**src/rtl/mem_moc_responder.sv**
```systemverilog
// -----------------------------------------------------------------------------
// mem_moc_responder
//
// Memory-side responder for the control unit's MFA/MOC handshake. A request
// seen on MFA in IDLE is latched (ADDR, RW, SIZE, DATA_IN). After WAIT_CYCLES
// wait states, a byte, halfword or word access is made to a big-endian,
// byte-addressed memory, and MOC is raised. MOC is held until the control
// unit drops MFA.
//
// Parameters:
//   DEPTH       memory size in bytes (power of two, multiple of 4)
//   WAIT_CYCLES wait states between request acceptance and the access (0-15)
//
// Ports:
//   CLK       clock, rising edge
//   RESET     synchronous active-high reset (memory contents are kept)
//   MFA       memory function active, held by the CU until it sees MOC
//   RW        1 = read, 0 = write
//   SIZE      00 byte, 01 halfword, 10/11 word
//   ADDR      byte address (taken modulo DEPTH)
//   DATA_IN   write data (byte uses [7:0], halfword uses [15:0])
//   DATA_OUT  registered read data, zero-extended, held until the next read
//   MOC       memory operation complete
//   ABORT     (only with MEM_ALIGN_ABORT_EN) misaligned access flag, raised
//             together with MOC and cleared together with MOC
//
// Optional build macro: MEM_ALIGN_ABORT_EN. When it is defined, misaligned
// halfword or word accesses complete without any effect and flag ABORT.
// Otherwise they are force-aligned.
// -----------------------------------------------------------------------------
module mem_moc_responder #(
    parameter int DEPTH       = 256,
    parameter int WAIT_CYCLES = 2
) (
    input  logic        CLK,
    input  logic        RESET,
    input  logic        MFA,
    input  logic        RW,
    input  logic [1:0]  SIZE,
    input  logic [31:0] ADDR,
    input  logic [31:0] DATA_IN,
    output logic [31:0] DATA_OUT,
`ifdef MEM_ALIGN_ABORT_EN
    output logic        ABORT,
`endif
    output logic        MOC
);

    localparam int AW   = $clog2(DEPTH);
    localparam int ROWS = DEPTH / 4;

`ifdef MEM_ALIGN_ABORT_EN
    localparam bit ALIGN_ABORT = 1'b1;
`else
    localparam bit ALIGN_ABORT = 1'b0;
`endif

    localparam logic [1:0] ST_IDLE = 2'd0;
    localparam logic [1:0] ST_BUSY = 2'd1;
    localparam logic [1:0] ST_DONE = 2'd2;

    logic [1:0]    state_reg;
    logic [3:0]    cnt_reg;
    logic [AW-1:0] addr_reg;
    logic          rw_reg;
    logic [1:0]    size_reg;
    logic [31:0]   wdata_reg;
    logic [31:0]   data_out_reg;
    logic          moc_reg;

    // The upper address bits have no effect because addresses wrap modulo DEPTH.
    logic unused_addr_bits;
    assign unused_addr_bits = ^ADDR[31:AW];

    logic          is_byte;
    logic          is_half;
    logic          misaligned;
    logic          misaligned_abort;
    logic [AW-1:0] eff_addr;
    logic [AW-3:0] row_idx;
    logic [1:0]    lane_off;
    logic [31:0]   rd_data;
    logic [3:0][7:0] lane_rdata;
    logic [3:0]      lane_we;
    logic [3:0][7:0] lane_wdata;
    logic          access_fire;
    logic          mem_write;

    always_comb begin
        is_byte  = (size_reg == 2'b00);
        is_half  = (size_reg == 2'b01);
        eff_addr = addr_reg;
        if (is_half)
            eff_addr[0] = 1'b0;
        else if (!is_byte)
            eff_addr[1:0] = 2'b00;
        misaligned = is_half ? addr_reg[0] : (!is_byte && (addr_reg[1:0] != 2'b00));
        misaligned_abort = ALIGN_ABORT && misaligned;

        // Lane 0 holds the lowest byte address of a row, so it is the MSB of a word.
        rd_data = 32'd0;
        if (is_byte)
            rd_data[7:0] = lane_rdata[lane_off];
        else if (is_half)
            rd_data[15:0] = {lane_rdata[{lane_off[1], 1'b0}], lane_rdata[{lane_off[1], 1'b1}]};
        else
            rd_data = {lane_rdata[0], lane_rdata[1], lane_rdata[2], lane_rdata[3]};
    end

    assign row_idx  = eff_addr[AW-1:2];
    assign lane_off = eff_addr[1:0];

    // A reset on the same edge as the access takes priority, so an aborted
    // write never reaches the memory.
    assign access_fire = (state_reg == ST_BUSY) && MFA && (cnt_reg == 4'd0) && !RESET;
    assign mem_write   = access_fire && !rw_reg && !misaligned_abort;

    // Memory is split into four byte lanes, so that one row holds one aligned word.
    genvar gi;
    generate
        for (gi = 0; gi < 4; gi++) begin : g_lane
            localparam logic [1:0] LANE = 2'(gi);
            logic [7:0] bank_mem [0:ROWS-1];

            assign lane_we[gi] = is_byte ? (lane_off == LANE) :
                                 is_half ? (lane_off[1] == LANE[1]) : 1'b1;
            assign lane_wdata[gi] = is_byte ? wdata_reg[7:0] :
                                    is_half ? (LANE[0] ? wdata_reg[7:0] : wdata_reg[15:8]) :
                                              wdata_reg[31-8*gi -: 8];

            always_ff @(posedge CLK) begin
                if (mem_write && lane_we[gi])
                    bank_mem[row_idx] <= lane_wdata[gi];
            end

            assign lane_rdata[gi] = bank_mem[row_idx];
        end
    endgenerate

`ifdef MEM_ALIGN_ABORT_EN
    logic abort_reg;
`endif

    always_ff @(posedge CLK) begin
        if (RESET) begin
            state_reg    <= ST_IDLE;
            cnt_reg      <= 4'd0;
            addr_reg     <= '0;
            rw_reg       <= 1'b0;
            size_reg     <= 2'b00;
            wdata_reg    <= 32'd0;
            data_out_reg <= 32'd0;
            moc_reg      <= 1'b0;
`ifdef MEM_ALIGN_ABORT_EN
            abort_reg    <= 1'b0;
`endif
        end else begin
            case (state_reg)
                ST_IDLE: begin
                    if (MFA) begin
                        addr_reg  <= ADDR[AW-1:0];
                        rw_reg    <= RW;
                        size_reg  <= SIZE;
                        wdata_reg <= DATA_IN;
                        cnt_reg   <= 4'(WAIT_CYCLES);
                        state_reg <= ST_BUSY;
                    end
                end
                ST_BUSY: begin
                    if (!MFA) begin
                        state_reg <= ST_IDLE;
                    end else if (cnt_reg != 4'd0) begin
                        cnt_reg <= cnt_reg - 4'd1;
                    end else begin
                        moc_reg   <= 1'b1;
                        state_reg <= ST_DONE;
                        if (rw_reg && !misaligned_abort)
                            data_out_reg <= rd_data;
`ifdef MEM_ALIGN_ABORT_EN
                        abort_reg <= misaligned;
`endif
                    end
                end
                ST_DONE: begin
                    // Stay here while MFA is held, so a long MFA cannot start
                    // a second access.
                    if (!MFA) begin
                        moc_reg   <= 1'b0;
                        state_reg <= ST_IDLE;
`ifdef MEM_ALIGN_ABORT_EN
                        abort_reg <= 1'b0;
`endif
                    end
                end
                default: state_reg <= ST_IDLE;
            endcase
        end
    end

    assign DATA_OUT = data_out_reg;
    assign MOC      = moc_reg;
`ifdef MEM_ALIGN_ABORT_EN
    assign ABORT    = abort_reg;
`endif

endmodule
```
**config.mk**
```make
export PLATFORM = sky130hd
export DESIGN_NAME = mem_moc_responder
export DESIGN_NICKNAME = d
export VERILOG_FILES = /design/src/rtl/mem_moc_responder.sv
export SDC_FILE = /design/constraint.sdc
export NUM_CORES = 2
export LEC_CHECK = 0
export CAP_MARGIN = 20
export CORE_MARGIN = 5
export CORE_UTILIZATION = 30
export DETAILED_ROUTE_END_ITERATION = 8
export GPL_TIMING_DRIVEN = 0
export MAX_ROUTING_LAYER = met4
export PLACE_DENSITY_LB_ADDON = 0.15
export SYNTH_ARGS = -nofsm -noshare
export SYNTH_HDL_FRONTEND = slang
export SYNTH_SLANG_ARGS = --single-unit
```
**constraint.sdc**
```tcl
create_clock -name CLK -period 4.7 [get_ports CLK]
set_clock_uncertainty 0.2 [all_clocks]
set_input_delay 0.94 -clock CLK [delete_from_list [all_inputs] [get_ports CLK]]
set_output_delay 0.94 -clock CLK [all_outputs]
set_load 0.05 [all_outputs]
```
==> results.md <==
* Status: finished with violations
* Failing checks: design-rule violations, negative setup slack
* FMAX at just over 200 MHz
* DR iter-0 viols at 8154
* Gpl congestion at approximately 1.0
* Sequential fraction of design power at 49.7%
* Area share of fa/ha/maj cells after synthesis at less than 1%
* I/O Buffers at 78
* Initial antenna violation count at 55
* Clock group share of total power at 41.1%
* First-pass GRT wire length at 514 mm
* Nets at 4802
* Slew Viols, Final at 0
* Slew HR at 7.70%
* Vias in the first global route at 47100
* RSZ-0062 raised after global routing: yes
* Number of synthesized flops with an enable pin at 2048
* Filler Cells Inserted at 26100
* Starting density of the core at 30.1%
* Die height at ~540 um
* DRC at 1
* Mean Syn Cell Area at approximately 20 um2
* TritonCTS buffer count at approximately 230
* DR pass1 iterations at 9
* Min Tclk post-route at 4940 ps
* Final worst slack at -237 ps
* Synth Area in Simple Gates at 4.03%
* Ys async rst share at 0%
* Worst Setup Path Type: reg -> reg
* HP Class: reg -> reg
* GRT overflow at 0
* Worst slew pin tran at 1380 ps
* Leakage at between 0.03 and 0.04 uW
* Vias post-DR at 49600
* Switching part of the total at 25.4%
* Share of cells above drive strength 1 at 23.4%
* Area growth, synth to finish at 18.1%
* CP required at roughly 5300 ps
* Post-placement cell count at ~8200
* Synth cell types at 77
* Crit path DAT at 5500 ps
* Syn Nets at 4358
* Main combinational cell family by area after synthesis: multiplexers
* Sw Pwr at between 10000 and 15000 uW
* Finished Layout Cells at 8668
* GRT Total Usage at 28.2%
* Met1 WL at 157 mm
* Core area at 279000 um2
* Clk sinks at 2136
* Seq cells post-synth at 2136
* Setup violations, final at 14
* Seq/Total Area, Yosys at 75.4%
* Startpoint types: register
* Htree depth at 4
* Fin. Hold Viols at 0
* Pwr dens at 429 nW/um2
* Comb power frac at 9.2%
* Final period util at 105%
* DR WL/cell at approximately 47 um
* ANT nets after route at 0
* Site Rows at 194
* Clock root cell: clkbuf_16
* WL met3 at 39.2 mm
* Die W at 539 um
* Top FF cell, synth: edfxtp_1
* Reg clk slew, reported paths at 60 ps
* Via-to-Cell Ratio at about 5.7
* WL final at 408 mm
* P_int at between 30000 and 40000 uW
* YS warnings at 0
* Metal2 WL at 181 mm
* CTS max path bufs at 3
* Final HPWL DP at 281 mm
* Crit-path max FO at 10
* CTS tree: built
* Final Power at 42500 uW
* VDD IR max at approximately 430 uV
* Compound-Gate Fraction of Synth Area at 3.08%
* Max Cap Viol at 0
* Largest net degree at the start of global routing at 69
* Proportion of synthesized area in mux cells at 15.6%
* Max Used Layer: met4
* Dpl ws at -1380 ps
* Critical path endpoint category: register
* Post-synthesis cell count at 4287
* # IOs at 103
* Netlist Area Pre-Place at 83900 um2
* Die Area at slightly below 300000 um2
* Synth Area in XOR/XNOR at less than 1%
* Largest register FFs at 2048
* Worst skew pair latency at 900 ps
## placed cells by master, fill, tap and decap left out, types with 22 or more instances in the layout
master | synthesis | layout
buf_6 | 29 | 76
clkbuf_1 | 91 | 139
mux4_2 | 445 | 445
nor2_1 | 352 | 341
dfxtp_1 | 88 | 80
buf_2 | 75 | 32
a22oi_1 | 73 | 72
o22ai_1 | 30 | 29
buf_4 | 30 | 90
buf_8 | 10 | 43
diode_2 | 0 | 30
clkinv_2 | 0 | 22
buf_12 | 1 | 31
mux2i_1 | 225 | 225
mux2_2 | 36 | 36
nor2b_1 | 26 | 24
a21oi_1 | 88 | 87
edfxtp_1 | 2048 | 2048
clkinv_1 | 1 | 59
o21ai_0 | 46 | 36
clkdlybuf4s50_1 | 0 | 78
clkbuf_16 | 0 | 230
nand3_1 | 33 | 31
nor3_1 | 33 | 29
nand2_1 | 253 | 252
## cells by family after synthesis
group           Yosys count
fa+ha+maj                 1
xor+xnor                  3
simple gates            788
flops                  2136
buf+inv                 263
compound gates          375
mux                     721
## synth_stat cells (4+ instances only)
cell type | number | share of area, %
o211ai_1 | 13 | 0.12
o31ai_1 | 4 | 0.036
buf_1 | 19 | 0.085
dfxtp_1 | 88 | 2.1
or3_1 | 5 | 0.037
o21ai_0 | 46 | 0.27
a221oi_1 | 11 | 0.11
a22oi_1 | 73 | 0.65
nand2_1 | 253 | 1.1
and3_1 | 8 | 0.060
nor2b_1 | 26 | 0.19
buf_6 | 29 | 0.39
buf_8 | 10 | 0.18
nor2_1 | 352 | 1.6
a221o_1 | 4 | 0.048
and2_1 | 11 | 0.082
a21oi_1 | 88 | 0.53
or2_2 | 7 | 0.052
clkbuf_1 | 91 | 0.41
mux2_2 | 36 | 0.48
nor3_1 | 33 | 0.20
a2bb2oi_1 | 5 | 0.052
nand4_1 | 15 | 0.11
o22ai_1 | 30 | 0.22
a22o_1 | 7 | 0.073
nor4_1 | 10 | 0.075
mux2i_1 | 225 | 2.7
a32oi_1 | 8 | 0.084
nand3_1 | 33 | 0.20
nand2b_1 | 12 | 0.090
a211oi_1 | 20 | 0.18
mux4_1 | 15 | 0.47
a31oi_1 | 9 | 0.067
nand3b_1 | 4 | 0.036
edfxtp_1 | 2048 | 73
o221ai_1 | 18 | 0.19
nor3b_1 | 8 | 0.072
inv_1 | 4 | 0.018
buf_2 | 75 | 0.45
buf_4 | 30 | 0.27
mux4_2 | 445 | 12
## metal layers
| metal | vias up | GRT usage [%] |
|---|---|---|
| met5 | - | - |
| met4 | 0 | 17.3 |
| met3 | 860 | 7.27 |
| met2 | 3197 | 41.2 |
| met1 | 27100 | 35.2 |
| li1 | 18400 | - |
## area by class of cell
cell class                 count  area, um2  area share [%]
antenna                       30       75.1          0.0758
buffer                       254       1750            1.77
clock buffer                 301       6080            6.14
clock inverter               109        945           0.954
inverter                       8       30.0          0.0303
multi-input combinational   1888      19400            19.5
sequential                  2136      63300            63.9
tap                         3724       4660            4.70
timing repair buffer         218       2870            2.90
## critical path, cell delays in order (launching register included)
cell	delay, ps
dfxtp_1	300
buf_2	310
buf_4	370
buf_4	470
buf_4	560
buf_4	490
mux2i_1	550
a21oi_1	170
a21oi_1	500
nor2_1	340
nor4_1	340
nor4_1	100
## path summary, 6_finish.rpt
kind	from	endpoint	slack, ps	depth (start not counted)
worst max-delay path	register	DATA_OUT[0]$_SDFFE_PP0P_	-240	11
worst min register to register	wdata_reg[23]$_SDFFE_PP0P_	wdata_reg[23]$_SDFFE_PP0P_	250	2
worst max register to register	register	DATA_OUT[0]$_SDFFE_PP0P_	-240	11
worst min-delay path	wdata_reg[23]$_SDFFE_PP0P_	wdata_reg[23]$_SDFFE_PP0P_	250	2
## per-stage QoR
stage	area [um2]	utilization [%]	hold WS (ps)	setup TNS, ps
final	99100	35.5	254	-971
after global routing	99000	35.5	277	-24.5
after CTS	98800	35.4	255	0
after detailed placement	91400	32.8	246	-179900
after global placement	89300	32.0	251	-1888100
after floorplan	83900	-	233	0
## power groups by stage
stage                     Clock [uW]  Combinational [uW]  Sequential [uW]
after floorplan                    0                1480            21500
after global placement             0                3490            21600
after detailed placement           0                3740            21500
after CTS                      17600                3790            21100
after global routing           18400                3840            21100
final                          17500                3890            21100
## what timing repair did
item,4_1_cts,5_1_grt
gates resized for setup,101,3
buffers inserted,5,0
pin swaps,2,0
endpoints found under the setup margin,29,3
hold buffers,0,0
No activity file was read; power rests on OpenSTA's default activity.
